[src/rtl/fetch_queue_if.sv]
// rtl/fetch_queue_if.sv - fetch-to-decode handshake bundle for the instruction fetch queue
interface fetch_queue_if #(
    parameter int DEPTH = 4
);
    localparam int CW = $clog2(DEPTH) + 1;

    logic          in_valid;
    logic [31:0]   in_pc;
    logic [31:0]   in_instr;
    logic          in_ready;
    logic          out_valid;
    logic [31:0]   out_pc;
    logic [31:0]   out_instr;
    logic          out_ready;
    logic          flush;
    logic [CW-1:0] count;

    // master is the pipeline side (fetch + decode + redirect), slave is the queue
    modport master (
        output in_valid, in_pc, in_instr, out_ready, flush,
        input  in_ready, out_valid, out_pc, out_instr, count
    );

    modport slave (
        input  in_valid, in_pc, in_instr, out_ready, flush,
        output in_ready, out_valid, out_pc, out_instr, count
    );
endinterface

[src/rtl/fetch_queue.sv]
// rtl/fetch_queue.sv - DEPTH-entry {pc, instr} queue between fetch and decode with flush
module fetch_queue #(
    parameter int DEPTH = 4
) (
    input  logic          clk,
    input  logic          reset,
    fetch_queue_if.slave  bus
);
    localparam int AW = $clog2(DEPTH);
    localparam int CW = AW + 1;

    logic [31:0]   mem_pc    [DEPTH];
    logic [31:0]   mem_instr [DEPTH];
    logic [AW-1:0] wr_ptr;
    logic [AW-1:0] rd_ptr;
    logic [CW-1:0] cnt;

    logic full;
    logic empty;
    logic push;
    logic pop;

    assign full  = (cnt == CW'(DEPTH));
    assign empty = (cnt == '0);

    // in_ready depends only on occupancy so the PC enable has no path from decode
    assign push = bus.in_valid && !full;
    assign pop  = !empty && bus.out_ready;

    always_ff @(posedge clk) begin
        if (!reset) begin
            wr_ptr <= '0;
            rd_ptr <= '0;
            cnt    <= '0;
        end else if (bus.flush) begin
            wr_ptr <= '0;
            rd_ptr <= '0;
            cnt    <= '0;
        end else begin
            if (push) begin
                wr_ptr <= wr_ptr + 1'b1;
            end
            if (pop) begin
                rd_ptr <= rd_ptr + 1'b1;
            end
            case ({push, pop})
                2'b10:   cnt <= cnt + 1'b1;
                2'b01:   cnt <= cnt - 1'b1;
                default: cnt <= cnt;
            endcase
        end
    end

    // storage is left uncleared; stale entries are unreachable once the pointers reset
    always_ff @(posedge clk) begin
        if (push && reset && !bus.flush) begin
            mem_pc[wr_ptr]    <= bus.in_pc;
            mem_instr[wr_ptr] <= bus.in_instr;
        end
    end

    assign bus.in_ready  = !full;
    assign bus.out_valid = !empty;
    assign bus.out_pc    = empty ? 32'h0000_0000 : mem_pc[rd_ptr];
    assign bus.out_instr = empty ? 32'h0000_0000 : mem_instr[rd_ptr];
    assign bus.count     = cnt;
endmodule

[src/flat_wrapper.sv]
// flat-port wrapper written by rule: the top's interface ports become plain ports
module fetch_queue_flat 
#(
    parameter int DEPTH = 4
)
  (clk, reset, bus_in_valid, bus_in_pc, bus_in_instr, bus_out_ready, bus_flush, bus_in_ready, bus_out_valid, bus_out_pc, bus_out_instr, bus_count);
  fetch_queue_if #(.DEPTH(DEPTH)) bus_i ();
  input  logic clk;
  input  logic reset;
  input wire logic [$bits(bus_i.in_valid)-1:0] bus_in_valid;
  input wire logic [$bits(bus_i.in_pc)-1:0] bus_in_pc;
  input wire logic [$bits(bus_i.in_instr)-1:0] bus_in_instr;
  input wire logic [$bits(bus_i.out_ready)-1:0] bus_out_ready;
  input wire logic [$bits(bus_i.flush)-1:0] bus_flush;
  output wire logic [$bits(bus_i.in_ready)-1:0] bus_in_ready;
  output wire logic [$bits(bus_i.out_valid)-1:0] bus_out_valid;
  output wire logic [$bits(bus_i.out_pc)-1:0] bus_out_pc;
  output wire logic [$bits(bus_i.out_instr)-1:0] bus_out_instr;
  output wire logic [$bits(bus_i.count)-1:0] bus_count;
  assign bus_i.in_valid = bus_in_valid;
  assign bus_i.in_pc = bus_in_pc;
  assign bus_i.in_instr = bus_in_instr;
  assign bus_i.out_ready = bus_out_ready;
  assign bus_i.flush = bus_flush;
  assign bus_in_ready = bus_i.in_ready;
  assign bus_out_valid = bus_i.out_valid;
  assign bus_out_pc = bus_i.out_pc;
  assign bus_out_instr = bus_i.out_instr;
  assign bus_count = bus_i.count;
  fetch_queue #(.DEPTH(DEPTH)) u_core (.clk(clk), .reset(reset), .bus(bus_i));
endmodule
[config.mk]
export PLATFORM = sky130hd
export DESIGN_NAME = fetch_queue_flat
export DESIGN_NICKNAME = d
export VERILOG_FILES = /design/src/rtl/fetch_queue_if.sv /design/src/rtl/fetch_queue.sv /design/src/flat_wrapper.sv
export SDC_FILE = /design/constraint.sdc
export NUM_CORES = 1
export LEC_CHECK = 0
export ABC_AREA = 1
export ABC_CLOCK_PERIOD_IN_PS = 4200
export BUFFER_PORTS_ARGS = -buffer_cell sky130_fd_sc_hd__buf_2
export CORE_ASPECT_RATIO = 0.7
export CORE_MARGIN = 5
export CORE_UTILIZATION = 52
export DETAILED_ROUTE_END_ITERATION = 16
export GPL_ROUTABILITY_DRIVEN = 0
export PLACE_DENSITY = 0.74
export SLEW_MARGIN = 20
export SYNTH_ARGS = -nofsm -noshare
export SYNTH_HDL_FRONTEND = slang
export SYNTH_SLANG_ARGS = --single-unit
[constraint.sdc]
create_clock -name clk -period 4.2 [get_ports clk]
set_input_delay 0.42 -clock clk [delete_from_list [all_inputs] [get_ports clk]]
set_output_delay 0.42 -clock clk [all_outputs]
set_load 0.05 [all_outputs]
==> results of run 1 <==
-- worst register-to-register path, stage by stage (launching register included) --
cell      delay, ns
dfxtp_1        0.36
nor2_1         0.09
a21boi_0       0.38
nand2_1        0.34
nor2_4         0.72
buf_12         0.37
-- synth_stat cells --
library cell    n
nor2_1        271
edfxtp_1      256
o21ai_0       120
a21oi_1        67
inv_1          18
nand2_1        15
buf_2          14
clkbuf_1       14
buf_6          11
o21ai_1        10
dfxtp_1         9
buf_4           5
ha_1            5
nand3_1         4
buf_1           3
inv_2           3
a21boi_0        1
fa_1            1
nand3b_1        1
-- through the flow --
| step | hold slack (ns) | cell area [um2] |
|---|---|---|
| final | 0.1135 | 12180 |
| after global routing | 0.09853 | 12180 |
| after CTS | 0.1017 | 12180 |
| after detailed placement | 0.4884 | 11300 |
| after global placement | 0.4828 | 11300 |
| after floorplan | 0.4596 | 10420 |
-- logic make-up (layout without fill, tap and decap cells) --
family / after synthesis / after routing / share of synthesized area [%]
adders and majority gates: 6 / 6 / 0.7926
AOI/OAI and AO/OA: 198 / 198 / 9.535
and+or+nand+nor: 291 / 291 / 10.57
DFF: 265 / 265 / 75.51
buffers and inverters: 68 / 216 / 3.591
-- worst max-delay path by stage --
stage	start	to	slack, ns	cells past startpoint
finish	flip-flop	bus_out_pc[21]	0.74	7
global route	flip-flop	bus_out_pc[21]	0.50	7
CTS	flip-flop	bus_out_pc[21]	0.73	7
detailed placement	flip-flop	bus_out_pc[1]	1.30	7
global placement	flip-flop	bus_out_pc[1]	1.34	7
floorplan	u_core.bus.count[1]	u_core.mem_instr[0][0]	-0.25	4
-- layout make-up --
| cell class | instances | area (um2) | share of cell area (%) |
|---|---|---|---|
| tap | 270 | 337.8 | 2.773 |
| clock inverter | 19 | 198.9 | 1.633 |
| multi-input combinational | 495 | 2207 | 18.12 |
| clock buffer | 28 | 679.4 | 5.577 |
| timing repair buffer | 148 | 805.8 | 6.615 |
| sequential | 265 | 7873 | 64.63 |
| inverter | 21 | 80.08 | 0.6574 |
-- flip-flops by register name (all words and copies together), names as in the netlist, named ones only --
signal / flops
u_core.bus.count: 3
u_core.mem_instr: 128
u_core.mem_pc: 128
u_core.rd_ptr: 2
u_core.wr_ptr: 2
-- power breakdown --
part / total [mW] / switching (mW) / internal (mW)
Sequential: 2.94 / 0.00918 / 2.93
Combinational: 0.488 / 0.383 / 0.105
Clock: 2.36 / 0.949 / 1.42
-- routing by layer --
metal  track usage (%)  wire length, um  up-vias
li1                  -                -     3180
met5                 0                7        -
met1             28.94            10340     3185
met4             3.044              219        2
met3             3.554             1607       21
met2             29.53            10150      231
==> results_dict.tcl, run 1 <==
set metrics [dict create \
    ys_types 19 \
    clkTransAtPathRegs_ns 0.06 \
    synth_largest_area_cell "edfxtp_1" \
    path_cells "buf_4 > buf_4 > nor2_1 > nor2_1 > o21ai_0 > a21oi_1 > buf_2" \
    grt_pass1_vias 6326 \
    ios 138 \
    ys_ff_latch 265 \
    cts_setup_buffers 0 \
    critPathKind "reg -> out" \
    antenna_cells 0 \
    cts_max_level 1 \
    die_w_um 179.2 \
    place_hpwl_mm 12.66 \
    finalPower_mw 5.792 \
    rows 43 \
    start_util_pct 52.77 \
    drc 0 \
    areaGrowthSynthToFinish_pct 16.92 \
    critPathBufInv 3 \
    root_buffer "clkbuf_16" \
    die_area_um2 23010 \
    wl_mm 22.33 \
    critPathSlowestCell "buf_4" \
    setup_viol_count_final 0 \
    wl_per_cell_um 17.92 \
    critPathLaunchType "flip-flop" \
    status "finished clean" \
    drive_above_1_share_pct 20.08 \
    place_inst 1199 \
    ant_nets 0 \
    max_cap_violations 0 \
    tightest_slew_ns 0.9823 \
    fin_nets 1032 \
    hold_class "in -> reg" \
    cp.arrival_ns 3.04 \
    final-hold-violation-count 0 \
    drtIter0Drc 742 \
    dp_slack_ns 1.303 \
    fmax_mhz 288.6 \
    leakagePower_nw 4.449 \
    pwr_density_cell_nw_per_um2 475.5 \
    core_um2 19750 \
    clk_latency_ns 0.52 \
    clock_path_buffers 3 \
    worst_slack_ns 0.7354 \
    synthesis.area_um2 10420 \
    grt_pass1_wl_mm 34.43 \
    grt_max_degree 67 \
    path_delay_family "buffers and inverters" \
    final.setup.tns_ns 0 \
    post_drt_via_cell_ratio 5.312 \
    r2r_start "u_core.bus.count[1]" \
    fin_skew_ns 0.01210 \
    ys_warn_count 0 \
    die_h_um 128.4 \
    vias 6619 \
    fillerInstances 1485 \
    synth_cells 828 \
    clock-sinks 265 \
    crit_fanout 66 \
    stdcell_count 1246 \
    numCtsBuffers 26 \
    hold_buffers 0 \
    yosys.area.top_type_share_pct 73.78 \
    cts_tree "yes" \
    slew_headroom_pct 34.51 \
    post-route-period-util_pct 82.49 \
    final_util_pct 61.69 \
    reg2regPathDepth 5 \
    avgSynthCellArea_um2 12.58 \
    grt_overflow_total 0 \
    first_pass_iters 4 \
    crit_required_ns 3.78 \
    rrSetupSlack_ns 1.60 \
    critPathCaptureType "output pin" \
    syn-num-nets 903 \
    grtUsageTotal_pct 18.99 \
    report.final.slew_viol_count 0 \
    yosysSeqAreaShare_pct 75.51 \
    rsz0062_at_grt "no" \
    mostFrequentLayoutCell "nor2_1" \
    whs_endpoint "u_core.mem_instr[2][19]" \
    port_buffers 137 \
    peakVddDrop_mv 0.3805 \
    whs_path_depth 1 \
    max_stage_delay_ns 0.68 \
    r2r-end "u_core.mem_pc[3][19]" \
    yosys-top-cells-area "edfxtp_1 (74%), nor2_1 (9.8%), o21ai_0 (5.8%), a21oi_1 (3.2%), dfxtp_1 (1.7%)" \
    min_from "bus_in_instr[19]" \
    cts_resized 0 \
    final_cell_mix "nor2_1 (267), edfxtp_1 (256), buf_2 (137)" \
    period_needed_ns 3.465 \
    antenna_found_initial 1 \
]
(Power assumes the default switching activity.)
==> run 2: changes to the inputs <==
- ABC_CLOCK_PERIOD_IN_PS: 4200 -> 3600
- CORE_UTILIZATION: 52 -> 57
- PLACE_DENSITY: 0.74 -> 0.77
- clock period: 4.2 -> 3.6 ns (I/O delays scaled with it)
==> run 2 against run 1 <==
Net effect:
- register-to-register slack lost 0.39 ns
- critical path depth decreased by 1
- cell count is 3.0% lower
- combinational power is 17% higher
- utilization up 5.1 points
- sequential cell count unchanged
- largest cell class unchanged
==> results_dict.tcl, run 2 (same netlist as run 1, synthesis figures left out) <==
set metrics [dict create \
    critPathCaptureType "output pin" \
    final.setup.tns_ns 0 \
    port_buffers 137 \
    seq_area_um2 7873 \
    cts_tree "yes" \
    status "finished clean" \
    clock_path_buffers 3 \
    drive_above_1_share_pct 19.42 \
    pwr_density_cell_nw_per_um2 528.7 \
    cts_max_level 1 \
    wl_per_cell_um 18.51 \
    mostFrequentLayoutCell "nor2_1" \
    grtUsageTotal_pct 20.87 \
    rows 41 \
    hold_buffers 0 \
    final_util_pct 66.78 \
    cp.arrival_ns 2.48 \
    start_util_pct 57.86 \
    grt_pass1_vias 6359 \
    cts_resized 0 \
    ant_nets 0 \
    critPathKind "reg -> out" \
    stdcell_count 1209 \
    multi_input_area_um2 2207 \
    peakVddDrop_mv 0.3562 \
    clock-sinks 265 \
    final_cell_mix "nor2_1 (267), edfxtp_1 (256), buf_2 (137)" \
    place_hpwl_mm 13.24 \
    wl_mm 22.38 \
    fmax_mhz 352.4 \
    core_um2 18010 \
    drtIter0Drc 625 \
    hold_ws_ns 0.06883 \
    fin_nets 1034 \
    vias 6746 \
    post-route-period-util_pct 78.83 \
    tightest_slew_ns 0.7593 \
    max_cap_violations 0 \
    cts_setup_buffers 0 \
    die_h_um 123.1 \
    antenna_found_initial 1 \
    finalPower_mw 6.358 \
    report.final.slew_viol_count 0 \
    grt_max_degree 111 \
    clkTransAtPathRegs_ns 0.06 \
    fin_skew_ns 0.01022 \
    hold_class "in -> reg" \
    areaGrowthSynthToFinish_pct 15.41 \
    fillerInstances 1293 \
    post_drt_via_cell_ratio 5.580 \
    critPathLaunchType "flip-flop" \
    rsz0062_at_grt "no" \
    die_w_um 171.6 \
    grt_pass1_wl_mm 34.27 \
    setup_viol_count_final 0 \
    leakagePower_nw 4.388 \
    numCtsBuffers 25 \
    clk_latency_ns 0.51 \
    crit_fanout 69 \
    grt_overflow_total 0 \
    place_inst 1168 \
    ios 138 \
    crit_required_ns 3.24 \
    antenna_cells 0 \
    final-hold-violation-count 0 \
    slew_headroom_pct 49.38 \
    root_buffer "clkbuf_16" \
    die_area_um2 21130 \
    first_pass_iters 5 \
    period_needed_ns 2.838 \
    drc 0 \
    rrSetupSlack_ns 1.21 \
]
[run 2: changes by cell type in the layout (fill, tap and decap cells not counted), sizes merged]
cell	delta
clkbuf	+2
inv	-2
clkinv	-2
bufinv	-3
buf	+3
clkinvlp	-1
[run 2: metal layers]
metal | part of all wire [%] | track usage [%] | up-vias
li1 | - | - | 3174
met1 | 46 | 32.01 | 3254
met2 | 44 | 31.61 | 291
met3 | 8.8 | 4.538 | 25
met4 | 1.3 | 3.810 | 2
met5 | 0.031 | 0 | -
[run 2: critical path, stage by stage, from the launching register on]
cell,delay (ns)
dfxtp_4,0.63
buf_12,0.33
nor2_1,0.09
nor2_1,0.10
o21ai_0,0.11
a21oi_1,0.34
buf_2,0.34
[run 2: through the flow]
stage / worst slack, ns / instance area [um2]
finish: 0.7622 / 12020
global route: 0.6002 / 12020
CTS: 0.7781 / 12020
detailed placement: 1.211 / 11310
global placement: 1.353 / 11310
floorplan: -0.8532 / 10420
[run 2: worst paths after layout]
path,start,end,cells past startpoint
setup / recovery,flip-flop,bus_out_pc[13],6
hold / removal,bus_in_pc[25],u_core.mem_pc[3][25],1
setup reg to reg,u_core.bus.count[1],u_core.mem_pc[0][8],5
hold reg to reg,u_core.rd_ptr[1],flip-flop,2
[run 2: cell type report]
| cell class | instances | share of cell area, % |
|---|---|---|
| sequential | 265 | 65.47 |
| multi-input combinational | 495 | 18.36 |
| timing repair buffer | 151 | 7.097 |
| clock buffer | 30 | 5.359 |
| tap | 236 | 2.456 |
| inverter | 21 | 0.6660 |
| clock inverter | 11 | 0.5931 |
[run 2: power by group]
part,switching (mW),internal [mW],total (mW)
clock network,1.02,1.33,2.35
registers,0.0153,3.42,3.43
logic,0.447,0.124,0.571
